**config.mk**
```make
export PLATFORM = sky130hd
export DESIGN_NAME = uart_tx_dev_flat
export DESIGN_NICKNAME = d
export VERILOG_FILES = /design/src/rtl/uart_tx_dev_if.sv /design/src/rtl/uart_tx_dev.sv /design/src/flat_wrapper.sv
export SDC_FILE = /design/constraint.sdc
export NUM_CORES = 1
export LEC_CHECK = 0
export CAP_MARGIN = 20
export CORE_UTILIZATION = 53
export DETAILED_ROUTE_END_ITERATION = 16
export GPL_TIMING_DRIVEN = 0
export MAX_ROUTING_LAYER = met4
export PLACE_DENSITY = 0.74
export SETUP_SLACK_MARGIN = 0.05
export SLEW_MARGIN = 20
export SYNTH_ARGS = -nofsm -noshare
export SYNTH_HDL_FRONTEND = slang
export SYNTH_SLANG_ARGS = --single-unit
export TNS_END_PERCENT = 50
```
**constraint.sdc**
```tcl
create_clock -name clk -period 2.7 [get_ports clk]
set_input_delay 0.405 -clock clk [delete_from_list [all_inputs] [get_ports clk]]
set_output_delay 0.405 -clock clk [all_outputs]
set_load 0.02 [all_outputs]
```
**src/rtl/uart_tx_dev_if.sv**
```systemverilog
`timescale 1ns/1ps
// Bus-side access port of the UART transmitter.
// The decoder (master) strobes uart_cen for one cycle per access; the
// transmitter (slave) answers with a combinational uart_error in that cycle.
interface uart_tx_dev_if;
    logic       uart_cen;
    logic       uart_wr;
    logic [7:0] uart_wdata;
    logic       uart_error;

    modport master (
        output uart_cen,
        output uart_wr,
        output uart_wdata,
        input  uart_error
    );

    modport slave (
        input  uart_cen,
        input  uart_wr,
        input  uart_wdata,
        output uart_error
    );
endinterface

```
**src/rtl/uart_tx_dev.sv**
```systemverilog
`timescale 1ns/1ps
// UART transmitter with a small write FIFO.
// Bytes written over the bus are queued and shifted out on txd as
// 8N1 frames (start, 8 data bits LSB first, stop), each bit CLK_DIV clocks.
// Define UART_PARITY_EN to insert an even-parity bit before the stop bit
// (8E1, 11-bit frames).
// txd is registered one cycle behind the FSM state so that the line never
// glitches; a pop at edge N shows the start bit from edge N+1.
module uart_tx_dev #(
    parameter int unsigned CLK_DIV = 16,
    parameter int unsigned DEPTH   = 8
) (
    input  logic                   clk,
    input  logic                   rst_n,
    uart_tx_dev_if.slave           bus,
    output logic                   txd,
    output logic                   tx_busy,
    output logic [$clog2(DEPTH):0] tx_level
);

    localparam int PTR_W = $clog2(DEPTH);
    localparam int LVL_W = PTR_W + 1;
    localparam int CNT_W = $clog2(CLK_DIV);

    localparam logic [CNT_W-1:0] BAUD_LAST = CNT_W'(CLK_DIV - 1);
    localparam logic [LVL_W-1:0] LVL_FULL  = LVL_W'(DEPTH);

    typedef enum logic [2:0] {
        IDLE,
        START,
        DATA,
`ifdef UART_PARITY_EN
        PARITY,
`endif
        STOP
    } state_t;

    // FIFO storage and bookkeeping
    logic [7:0]       mem [DEPTH];
    logic [PTR_W-1:0] wrPtr_q, wrPtr_d;
    logic [PTR_W-1:0] rdPtr_q, rdPtr_d;
    logic [LVL_W-1:0] level_q, level_d;
    logic             fifoFull;
    logic             fifoEmpty;
    logic             push;
    logic             pop;

    // Transmit engine
    state_t           state_q, state_d;
    logic [CNT_W-1:0] baudCnt_q, baudCnt_d;
    logic [2:0]       bitIdx_q, bitIdx_d;
    logic [7:0]       shiftReg_q, shiftReg_d;
    logic             txd_q, txd_d;
    logic             bitDone;

    assign fifoFull  = (level_q == LVL_FULL);
    assign fifoEmpty = (level_q == '0);
    assign bitDone   = (baudCnt_q == BAUD_LAST);

    // A write is taken only when there is room; full is judged on the
    // occupancy at the start of the cycle, so a simultaneous pop does not help.
    assign push = bus.uart_cen && bus.uart_wr && !fifoFull;

    // Reads are unsupported and writes to a full FIFO are dropped; both flag
    // an error for the duration of the strobe only.
    always_comb begin
        bus.uart_error = bus.uart_cen && (!bus.uart_wr || fifoFull);
    end

    // Next FIFO pointers and occupancy; push and pop together leave the level alone.
    always_comb begin
        wrPtr_d = wrPtr_q;
        rdPtr_d = rdPtr_q;
        level_d = level_q;
        if (push) begin
            wrPtr_d = wrPtr_q + 1'b1;
        end
        if (pop) begin
            rdPtr_d = rdPtr_q + 1'b1;
        end
        if (push && !pop) begin
            level_d = level_q + 1'b1;
        end else if (pop && !push) begin
            level_d = level_q - 1'b1;
        end
    end

    // FIFO data array; no reset needed because level_q gates every read.
    always_ff @(posedge clk) begin
        if (push) begin
            mem[wrPtr_q] <= bus.uart_wdata;
        end
    end

    // FIFO pointer and occupancy registers.
    always_ff @(posedge clk or negedge rst_n) begin
        if (!rst_n) begin
            wrPtr_q <= '0;
            rdPtr_q <= '0;
            level_q <= '0;
        end else begin
            wrPtr_q <= wrPtr_d;
            rdPtr_q <= rdPtr_d;
            level_q <= level_d;
        end
    end

    // Frame sequencer: decides the next state, when to pop, and the line level.
    always_comb begin
        state_d    = state_q;
        baudCnt_d  = baudCnt_q;
        bitIdx_d   = bitIdx_q;
        shiftReg_d = shiftReg_q;
        pop        = 1'b0;
        txd_d      = 1'b1;

        unique case (state_q)
            IDLE: begin
                baudCnt_d = '0;
                bitIdx_d  = '0;
                if (!fifoEmpty) begin
                    pop     = 1'b1;
                    state_d = START;
                end
            end

            START: begin
                txd_d = 1'b0;
                if (bitDone) begin
                    baudCnt_d = '0;
                    bitIdx_d  = '0;
                    state_d   = DATA;
                end else begin
                    baudCnt_d = baudCnt_q + 1'b1;
                end
            end

            DATA: begin
                txd_d = shiftReg_q[bitIdx_q];
                if (bitDone) begin
                    baudCnt_d = '0;
                    if (bitIdx_q == 3'd7) begin
                        bitIdx_d = '0;
`ifdef UART_PARITY_EN
                        state_d  = PARITY;
`else
                        state_d  = STOP;
`endif
                    end else begin
                        bitIdx_d = bitIdx_q + 3'd1;
                    end
                end else begin
                    baudCnt_d = baudCnt_q + 1'b1;
                end
            end

`ifdef UART_PARITY_EN
            PARITY: begin
                txd_d = ^shiftReg_q;
                if (bitDone) begin
                    baudCnt_d = '0;
                    state_d   = STOP;
                end else begin
                    baudCnt_d = baudCnt_q + 1'b1;
                end
            end
`endif

            STOP: begin
                txd_d = 1'b1;
                if (bitDone) begin
                    baudCnt_d = '0;
                    if (!fifoEmpty) begin
                        pop     = 1'b1;
                        state_d = START;
                    end else begin
                        state_d = IDLE;
                    end
                end else begin
                    baudCnt_d = baudCnt_q + 1'b1;
                end
            end

            default: begin
                baudCnt_d = '0;
                bitIdx_d  = '0;
                state_d   = IDLE;
            end
        endcase

        if (pop) begin
            shiftReg_d = mem[rdPtr_q];
        end
    end

    // Frame sequencer registers, including the registered serial line.
    always_ff @(posedge clk or negedge rst_n) begin
        if (!rst_n) begin
            state_q    <= IDLE;
            baudCnt_q  <= '0;
            bitIdx_q   <= '0;
            shiftReg_q <= '0;
            txd_q      <= 1'b1;
        end else begin
            state_q    <= state_d;
            baudCnt_q  <= baudCnt_d;
            bitIdx_q   <= bitIdx_d;
            shiftReg_q <= shiftReg_d;
            txd_q      <= txd_d;
        end
    end

    assign txd      = txd_q;
    assign tx_busy  = (state_q != IDLE) || (level_q != '0);
    assign tx_level = level_q;

endmodule

```
**src/flat_wrapper.sv**
```systemverilog
// flat-port wrapper written by rule: the top's interface ports become plain ports
module uart_tx_dev_flat 
#(
    parameter int unsigned CLK_DIV = 16,
    parameter int unsigned DEPTH   = 8
)
  (clk, rst_n, txd, tx_busy, tx_level, bus_uart_cen, bus_uart_wr, bus_uart_wdata, bus_uart_error);
  uart_tx_dev_if bus_i ();
  input  logic clk;
  input  logic rst_n;
  output logic txd;
  output logic tx_busy;
  output logic [$clog2(DEPTH):0] tx_level;
  input wire logic [$bits(bus_i.uart_cen)-1:0] bus_uart_cen;
  input wire logic [$bits(bus_i.uart_wr)-1:0] bus_uart_wr;
  input wire logic [$bits(bus_i.uart_wdata)-1:0] bus_uart_wdata;
  output wire logic [$bits(bus_i.uart_error)-1:0] bus_uart_error;
  assign bus_i.uart_cen = bus_uart_cen;
  assign bus_i.uart_wr = bus_uart_wr;
  assign bus_i.uart_wdata = bus_uart_wdata;
  assign bus_uart_error = bus_i.uart_error;
  uart_tx_dev #(.CLK_DIV(CLK_DIV), .DEPTH(DEPTH)) u_core (.clk(clk), .rst_n(rst_n), .bus(bus_i), .txd(txd), .tx_busy(tx_busy), .tx_level(tx_level));
endmodule
```
==> impl_metrics.tcl, run 1 <==
set metrics [dict create \
    most-common-layout-cells "edfxtp_1 (64), dfrtp_1 (25), mux4_2 (18)" \
    power_frac_comb_pct 18.1 \
    die_w_um 87.6 \
    ys_warn_count 0 \
    finalSetupViolations 0 \
    io_pins 19 \
    synth_area_mm2 0.00388 \
    worst_slew_pin_slew_ps 899 \
    start_util_pct 55.9 \
    htree_levels 3 \
    syn_nets 258 \
    fin_crit_sh_pct 95.1 \
    postRouteWirelength_mm 6.38 \
    ctsLongestPathBuffers 2 \
    hold_viol 0 \
    rsz0062_at_grt "true" \
    power_density_mw_per_mm2 712 \
    skew_ps 7.19 \
    drv_slew 0 \
    timing.rr.start "u_core.tx_level[1]" \
    insertion_delay_ps 360 \
    grtUsageTotal_pct 19.3 \
    start_kind "flip-flop" \
    ys_ff_latch 92 \
    antenna_cells 0 \
    max_freq_mhz 390 \
    die-area_mm2 0.00767 \
    power.switching_w 0.000918 \
    crit_type "flip-flop to flip-flop" \
    synth_top_area_share_pct 49.5 \
    grt_max_degree 29 \
    max-slew-margin-rel_pct 39.9 \
    numCtsBuffers 9 \
    vdd_drop_max_v 0.000476 \
    core_mm2 0.00694 \
    p_sw_share_pct 28.5 \
    avgSynthCellArea_um2 16.7 \
    drive_above_1_share_pct 25.5 \
    cp_data_arrival_time_ps 2810 \
    use_met2_pct 32.4 \
    cts.sinks 92 \
    synthFlopType "edfxtp_1" \
    required_ps 2940 \
    p_leak_nw 1.64 \
    antenna_left 0 \
    grt_pass1_vias 2075 \
    area_growth_pct 16.4 \
    fillers 485 \
    crit_start "u_core.tx_level[1]" \
    drtPass1Iterations 4 \
    postLayoutCellArea_mm2 0.00452 \
    die_y_um 87.6 \
    clkPwrFrac_pct 27.5 \
    cts_root_buf "clkbuf_8" \
    drc 0 \
    p_int_w 0.00230 \
    fin_util_pct 65.1 \
    overflow 0 \
    vias_per_cell 5.56 \
    synth_edf_count 64 \
    async_reset_ff_share_pct 30.4 \
    synth.area.top_cells "edfxtp_1 (50%), dfrtp_1 (17%), mux4_2 (10%)" \
    final_common_cell "edfxtp_1" \
    drtIter0Drc 85 \
    io_buffers 18 \
    wl_per_cell_um 17.2 \
    grt_first_pass_wirelength_mm 10.1 \
    cap_violations 0 \
    hp-class "input pin to async pin" \
    place_hpwl_mm 4.18 \
    synth_top_cell_by_area "edfxtp_1" \
    place_area_mm2 0.00420 \
    power_frac_seq_pct 54.4 \
    outcome "completed" \
    use_met1_pct 22.8 \
    nets 295 \
    synth_cells 232 \
    worstPathMaxFanout 6 \
    critPathCaptureType "flip-flop" \
    period_needed_ps 2570 \
    grt_antenna_before_repair 0 \
    place.gp.congestion 0.722 \
    tritoncts "done" \
    grtUsageMet3_pct 5.37 \
    rows 30 \
    clkTransAtPathRegs_ps 90 \
    synth.distinct_cells 40 \
    seq_area_frac_synth_pct 67.6 \
    via_count 2056 \
    grt.busiest_layer "met2" \
]
[cell usage after synthesis (2+ instances only)]
library cell and number:
nand3_1 4, xor2_1 2, buf_1 2, edfxtp_1 64
inv_1 6, ha_1 13, nand2_1 9, dfrtp_1 27
clkbuf_1 2, mux2i_1 12, nand2b_1 3, nor2_1 16
mux2_2 4, nor3_1 7, mux4_2 18, buf_2 2
nor2b_1 2, o21ai_0 4, xnor2_1 5, a21oi_1 10
[power by group through the flow]
stage / logic [W] / clock network, W / registers, W
6_report: 0.000584 / 0.000885 / 0.00175
5_1_grt: 0.000647 / 0.000956 / 0.00177
4_1_cts: 0.000532 / 0.000902 / 0.00175
3_5_place_dp: 0.000476 / 0 / 0.00179
3_3_place_gp: 0.000455 / 0 / 0.00177
2_1_floorplan: 0.000274 / 0 / 0.00179
[critical path, stage by stage, from the launching register on]
cell     delay [ps]
dfrtp_2         450
or4b_4          550
and3_4          190
buf_6           130
ha_4            180
inv_2            60
ha_1            220
a21o_2          230
a21oi_2         140
mux2i_1         210
o31ai_1         100
[state kept, by name (all words and copies together) (netlist names)]
name	cells
u_core.mem	64
u_core.shiftReg_q	8
u_core.baudCnt_q	4
u_core.tx_level	4
u_core.bitIdx_q	3
u_core.rdPtr_q	3
u_core.wrPtr_q	3
u_core.state_q	2
u_core.txd	1
[layout make-up]
class,instances,area (um^2),share of cell area (%)
Multi-Input combinational cell,125,1270,28.1
Sequential cell,92,2630,58.1
Tap cell,96,120,2.66
Timing Repair Buffer,26,238,5.26
Clock inverter,7,65.1,1.44
Clock buffer,9,124,2.74
Inverter,6,22.5,0.498
Buffer,9,52.6,1.16
[stage by stage]
| stage | power, W | hold WS [ps] | std cells | TNS (ps) | worst slack (ps) |
|---|---|---|---|---|---|
| final | 0.00322 | 43.6 | 370 | 0 | 133 |
| after global routing | 0.00337 | 98.8 | 370 | 0 | 40.0 |
| after CTS | 0.00318 | 69.5 | 369 | 0 | 58.1 |
| after detailed placement | 0.00226 | 463 | 347 | -226 | -226 |
| after global placement | 0.00223 | 478 | 346 | -3490 | -265 |
| after floorplan | 0.00206 | 109 | 232 | 0 | 63.2 |
[final timing paths]
kind	to	slack [ps]	depth (start not counted)
worst min-delay path	u_core.tx_level[1]	40	1
worst max register to register	u_core.tx_level[3]	130	10
worst max-delay path	u_core.tx_level[3]	130	10
max in group asynchronous	u_core.tx_level[0]	2220	1
min in group clk	u_core.baudCnt_q[0]	500	1
worst min register to register	u_core.baudCnt_q[0]	500	1
[kinds of logic after synthesis]
group	Yosys count	synth area share [%]
adders and majority gates	14	4.71
buffers and inverters	15	1.84
DFF	92	67.6
AOI/OAI and AO/OA	22	3.45
and+or+nand+nor	47	5.77
muxes	35	15.1
xor gates and xnor gates	7	1.58
[metal layers]
metal / up-vias / part of all wire (%)
li1: 962 / -
met4: 0 / 1.2
met5: - / 0
met3: 8 / 5.0
met1: 1029 / 42
met2: 57 / 52
[what timing repair did]
action,CTS,global route
setup buffers,6,1
endpoints found under the setup margin,1,2
resized for setup,4,10
endpoints found under the hold margin,0,0
hold buffers,0,0
pin swaps,0,2
(Power assumes the default switching activity.)
==> inputs of run 2 (changes only) <==
==> constraint.sdc (replaced) <==
create_clock -name clk -period 2.7 [get_ports clk]
set_input_delay 0.675 -clock clk [delete_from_list [all_inputs] [get_ports clk]]
set_output_delay 0.675 -clock clk [all_outputs]
set_load 0.02 [all_outputs]
==> run 2 against run 1 <==
  * Largest cell class unchanged
  * Clock skew shrank 2.3 ps
  * Sequential power is essentially flat
  * Combinational power shrank 6.2%
  * Design area shrank 0.47%
  * Count of clock-buffer cells in the layout is the same
  * Non-clock buffer count shrank 1
  * Hold slack gained 270 ps
  * Utilization shrank 0.31 points
  * Sequential share of layout area grew 0.27 points
  * Register-to-register slack lost 60 ps
  * First-iteration DRC count shrank 1.2%
  * Cell count shrank 0.27%
==> impl_metrics.tcl, run 2 (synthesis results as in run 1) <==
set metrics [dict create \
    outcome "completed" \
    largest-register "u_core.mem" \
    grtUsageTotal_pct 19.0 \
    holdWs_ps 315 \
    nets 294 \
    power_density_mw_per_mm2 707 \
    fin_crit_sh_pct 97.6 \
    place_hpwl_mm 4.18 \
    r2r-end "u_core.tx_level[3]" \
    core_mm2 0.00694 \
    drive_above_1_share_pct 24.9 \
    numCtsBuffers 9 \
    grt_antenna_before_repair 0 \
    rows 30 \
    start_util_pct 55.9 \
    worst_path_largest_cell_delay_ps 550 \
    holdBufCountCts 0 \
    postLayoutCellArea_mm2 0.00450 \
    cts.sinks 92 \
    drtIter0Drc 84 \
    power.switching_w 0.000905 \
    cap_violations 0 \
    crit_start "u_core.tx_level[1]" \
    fin_util_pct 64.8 \
    max-slew-margin-rel_pct 37.3 \
    antenna_cells 0 \
    insertion_delay_ps 360 \
    vias_per_cell 5.55 \
    hp-class "input pin to async pin" \
    worst_slew_pin_slew_ps 937 \
    drc 0 \
    largest_reg_flops 64 \
    p_sw_share_pct 28.4 \
    final_common_cell "edfxtp_1" \
    reg.largest.list "u_core.mem (64), u_core.shiftReg_q (8)" \
    crit_path_end "tx_busy" \
    multi_input_area_mm2 0.00126 \
    vdd_drop_max_v 0.000477 \
    antenna_left 0 \
    via_count 2048 \
    ff_latch_area_mm2 0.00263 \
    cts_root_buf "clkbuf_8" \
    io_pins 19 \
    setup_tns_ps 0 \
    fillers 488 \
    wl_per_cell_um 17.2 \
    clkTransAtPathRegs_ps 90 \
    cp.depth 3 \
    cp_top_family "simple AND/OR/NAND/NOR gates" \
    rsz0062_at_grt "true" \
    worstPathCellList "nor4_2, nand2_1, clkdlybuf4s50_1" \
    ctsLongestPathBuffers 2 \
    place_area_mm2 0.00420 \
    critical_path_buf_inv_count 1 \
    grt_first_pass_wirelength_mm 9.93 \
    worstPathMaxFanout 5 \
    cp_data_arrival_time_ps 1960 \
    skew_ps 4.91 \
    fin_ws_ps 63.8 \
    slowest_stage "clkdlybuf4s50_1" \
    finalSetupViolations 0 \
    reg2reg_depth 10 \
    required_ps 2030 \
    hold_viol 0 \
    drv_slew 0 \
    die-area_mm2 0.00767 \
    grt_pass1_vias 2033 \
    max_freq_mhz 379 \
    power_frac_comb_pct 17.2 \
    die_w_um 87.6 \
    rrSetupSlack_ps 70 \
    period_needed_ps 2640 \
    tritoncts "done" \
    crit_type "flip-flop to output pin" \
    critPathCaptureType "output pin" \
    p_int_w 0.00228 \
    timing.rr.start "u_core.tx_level[1]" \
    start_kind "flip-flop" \
    htree_levels 3 \
    grt_max_degree 29 \
    most-common-layout-cells "edfxtp_1 (64), dfrtp_1 (25), mux4_2 (18)" \
    die_y_um 87.6 \
    clkPwrFrac_pct 27.6 \
    place.gp.congestion 0.722 \
    p_leak_nw 1.63 \
    pre_cts_slack_ps -226 \
    area_growth_pct 15.9 \
    postRouteWirelength_mm 6.34 \
    io_buffers 18 \
    overflow 0 \
    drtPass1Iterations 4 \
    power_frac_seq_pct 55.2 \
]
## run 2: cell count changes in the layout (fill, tap and decap cells not counted)
cell            change
clkbuf_4            -1
dlygate4sd2_1       +1
dlymetal6s2s_1      -1
ha_1                +1
ha_4                -1
inv_2               -1
inv_4               +1
## run 2: worst min-delay path by stage
stage / start / endpoint / depth (start not counted)
after global placement: u_core.baudCnt_q[0] / u_core.baudCnt_q[0] / 1
after floorplan: rst_n / u_core.baudCnt_q[0] / 0
after global routing: rst_n / u_core.state_q[0] / 1
final: rst_n / u_core.tx_level[1] / 1
after CTS: rst_n / u_core.rdPtr_q[0] / 1
after detailed placement: u_core.baudCnt_q[0] / u_core.baudCnt_q[0] / 1
## run 2: per-layer routing
| metal | up-vias | routed length, um | track usage [%] |
|---|---|---|---|
| li1 | 960 | - | - |
| met1 | 1040 | 2780 | 22.5 |
| met3 | 8 | 224 | 5.37 |
| met4 | 0 | 64 | 5.96 |
| met5 | - | 0 | - |
| met2 | 40 | 3270 | 31.6 |
## run 2: final cells by class
| cell class | instances | area share, % |
|---|---|---|
| timing repair buffer | 25 | 5.03 |
| clock inverter | 7 | 1.45 |
| inverter | 6 | 0.556 |
| tap | 96 | 2.67 |
| clock buffer | 9 | 2.75 |
| buffer | 9 | 1.17 |
| multi-input combinational | 125 | 28.0 |
| sequential | 92 | 58.4 |
## run 2: repair_timing
| action | CTS | global route |
|---|---|---|
| pin swaps | 0 | 3 |
| setup buffers | 0 | 6 |
| gates resized for setup | 5 | 9 |
| endpoints found under the setup margin | 3 | 4 |
## run 2: per-stage QoR
step,power (W),cells
finish,0.00318,369
global placement,0.00223,346
global route,0.00333,369
floorplan,0.00206,232
detailed placement,0.00226,347
CTS,0.00314,363
## run 2: power by group through the flow
stage / combinational [W] / sequential, W / clock [W]
4_1_cts: 0.000479 / 0.00176 / 0.000902
5_1_grt: 0.000606 / 0.00177 / 0.000956
2_1_floorplan: 0.000274 / 0.00179 / 0
6_report: 0.000548 / 0.00176 / 0.000879
3_5_place_dp: 0.000476 / 0.00179 / 0
3_3_place_gp: 0.000455 / 0.00177 / 0
==> inputs of run 3 (changes only) <==
Settings changed: PLACE_DENSITY 0.74 to 0.73.
==> run 3 against run 2 <==
  * Global-route usage decreased by 0.19 points
  * Sequential share of layout area is 0.39 points lower
  * Die area unchanged
  * Largest cell class unchanged
  * Largest power group unchanged
==> impl_metrics.tcl, run 3 (synthesis results as in run 1) <==
set metrics [dict create \
    outcome "completed" \
    cts_root_buf "clkbuf_8" \
    postRouteWirelength_mm 6.42 \
    drtPass1Iterations 4 \
    required_ps 2030 \
    fin_ws_ps 103 \
    fin_util_pct 65.2 \
    largest_reg_flops 64 \
    rrSetupSlack_ps 110 \
    clkTransAtPathRegs_ps 90 \
    cap_violations 0 \
    finalPower_w 0.00323 \
    reg2reg_depth 10 \
    fillers 481 \
    crit_type "flip-flop to output pin" \
    period_needed_ps 2600 \
    cp_data_arrival_time_ps 1920 \
    wl_met2_mm 3.12 \
    max-slew-margin-rel_pct 43.1 \
    htree_levels 3 \
    met1_length_mm 2.95 \
    final_common_cell "edfxtp_1" \
    max_freq_mhz 385 \
    hp-class "input pin to async pin" \
    ctsLongestPathBuffers 2 \
    grt_pass1_vias 1903 \
    most-common-layout-cells "edfxtp_1 (64), dfrtp_1 (25), mux4_2 (18)" \
    place.gp.congestion 0.723 \
    p_leak_nw 1.64 \
    rsz0062_at_grt "true" \
    vdd_drop_max_v 0.000554 \
    critPathCaptureType "output pin" \
    wl_met3_um 235 \
    antenna_cells 0 \
    core_mm2 0.00694 \
    postLayoutCellArea_mm2 0.00453 \
    grt_max_degree 29 \
    place_area_mm2 0.00420 \
    area_growth_pct 16.7 \
    drc 0 \
    routed.top_layer "met4" \
    worst_slew_pin_slew_ps 850 \
    drv_slew 0 \
    holdBufCountCts 0 \
    grtUsageTotal_pct 18.8 \
    overflow 0 \
    fin_crit_sh_pct 96.2 \
    vias_per_cell 5.48 \
    start_kind "flip-flop" \
    timing.rr.start "u_core.tx_level[0]" \
    r2r-end "u_core.tx_level[3]" \
    insertion_delay_ps 360 \
    reg.largest.list "u_core.mem (64), u_core.shiftReg_q (8)" \
    io_pins 19 \
    drtIter0Drc 92 \
    cts.sinks 92 \
    finalSetupViolations 0 \
    largest-register "u_core.mem" \
    die-area_mm2 0.00767 \
    die_y_um 87.6 \
    worstPathMaxFanout 6 \
    nets 297 \
    via_count 2040 \
    rows 30 \
    hold_viol 0 \
    place_hpwl_mm 4.17 \
    grt_antenna_before_repair 0 \
    wl_per_cell_um 17.3 \
    skew_ps 13.1 \
    holdWs_ps 321 \
    antenna_left 0 \
    start_util_pct 55.9 \
    io_buffers 18 \
    pre_cts_slack_ps -300 \
    numCtsBuffers 9 \
    drive_above_1_share_pct 25.0 \
    tritoncts "done" \
    grt_first_pass_wirelength_mm 9.80 \
    die_w_um 87.6 \
    power_density_mw_per_mm2 713 \
]
-- run 3: changes by cell type in the layout (fill, tap and decap cells not counted) --
| cell | previous run | this run |
|---|---|---|
| clkinv_4 | 1 | 2 |
| buf_4 | 9 | 12 |
| bufinv_16 | 0 | 1 |
| clkinv_1 | 0 | 2 |
| clkinv_2 | 1 | 0 |
| inv_8 | 3 | 0 |
-- run 3: where the power goes --
| part | switching, W | internal (W) | leakage (nW) | total (W) |
|---|---|---|---|---|
| clock | 0.000485 | 0.000431 | 0.0993 | 0.000916 |
| sequential | 0.000107 | 0.00165 | 0.915 | 0.00175 |
| combinational | 0.000282 | 0.000279 | 0.624 | 0.000561 |
| total | 0.000874 | 0.00236 | 1.64 | 0.00323 |
-- run 3: critical path: stages, from the launching register on --
cell and delay, ps:
dfrtp_2 460, nor4_2 420, nand2_1 130, clkdlybuf4s50_1 550
-- run 3: how the worst max path moves through the flow --
stage                         endpoint  slack, ps           startpoint
global placement      u_core.mem[0][2]       -450         bus_uart_cen
global route        u_core.tx_level[3]         -8    u_core.state_q[0]
CTS                 u_core.tx_level[3]       -120  u_core.baudCnt_q[0]
floorplan           u_core.tx_level[3]         60   u_core.tx_level[1]
finish                         tx_busy        100   u_core.tx_level[0]
detailed placement  u_core.tx_level[3]       -300    u_core.state_q[0]
-- run 3: metrics by stage --
step	std cells	setup TNS, ps
finish	372	0
global route	372	-8.31
CTS	362	-118
detailed placement	346	-2700
global placement	346	-8130
floorplan	232	0
-- run 3: area by class of cell --
type	instances	area (um^2)	share of cell area (%)
Sequential cell	92	2630	58.0
Clock inverter	7	72.6	1.60
Buffer	9	52.6	1.16
Timing Repair Buffer	28	249	5.50
Inverter	6	25.0	0.552
Tap cell	96	120	2.65
Multi-Input combinational cell	125	1260	27.8
Clock buffer	9	124	2.73
-- run 3: what timing repair did --
item                                    CTS  global route
setup buffers                             0            10
resized for setup                         4            10
pin swaps                                 0             5
endpoints found under the setup margin    4             3
-- run 3: routing by layer --
layer | vias to the layer above | track usage (%)
li1 | 967 | -
met1 | 1025 | 25.5
met2 | 37 | 28.3
met3 | 11 | 3.39
met4 | 0 | 8.05
met5 | - | -
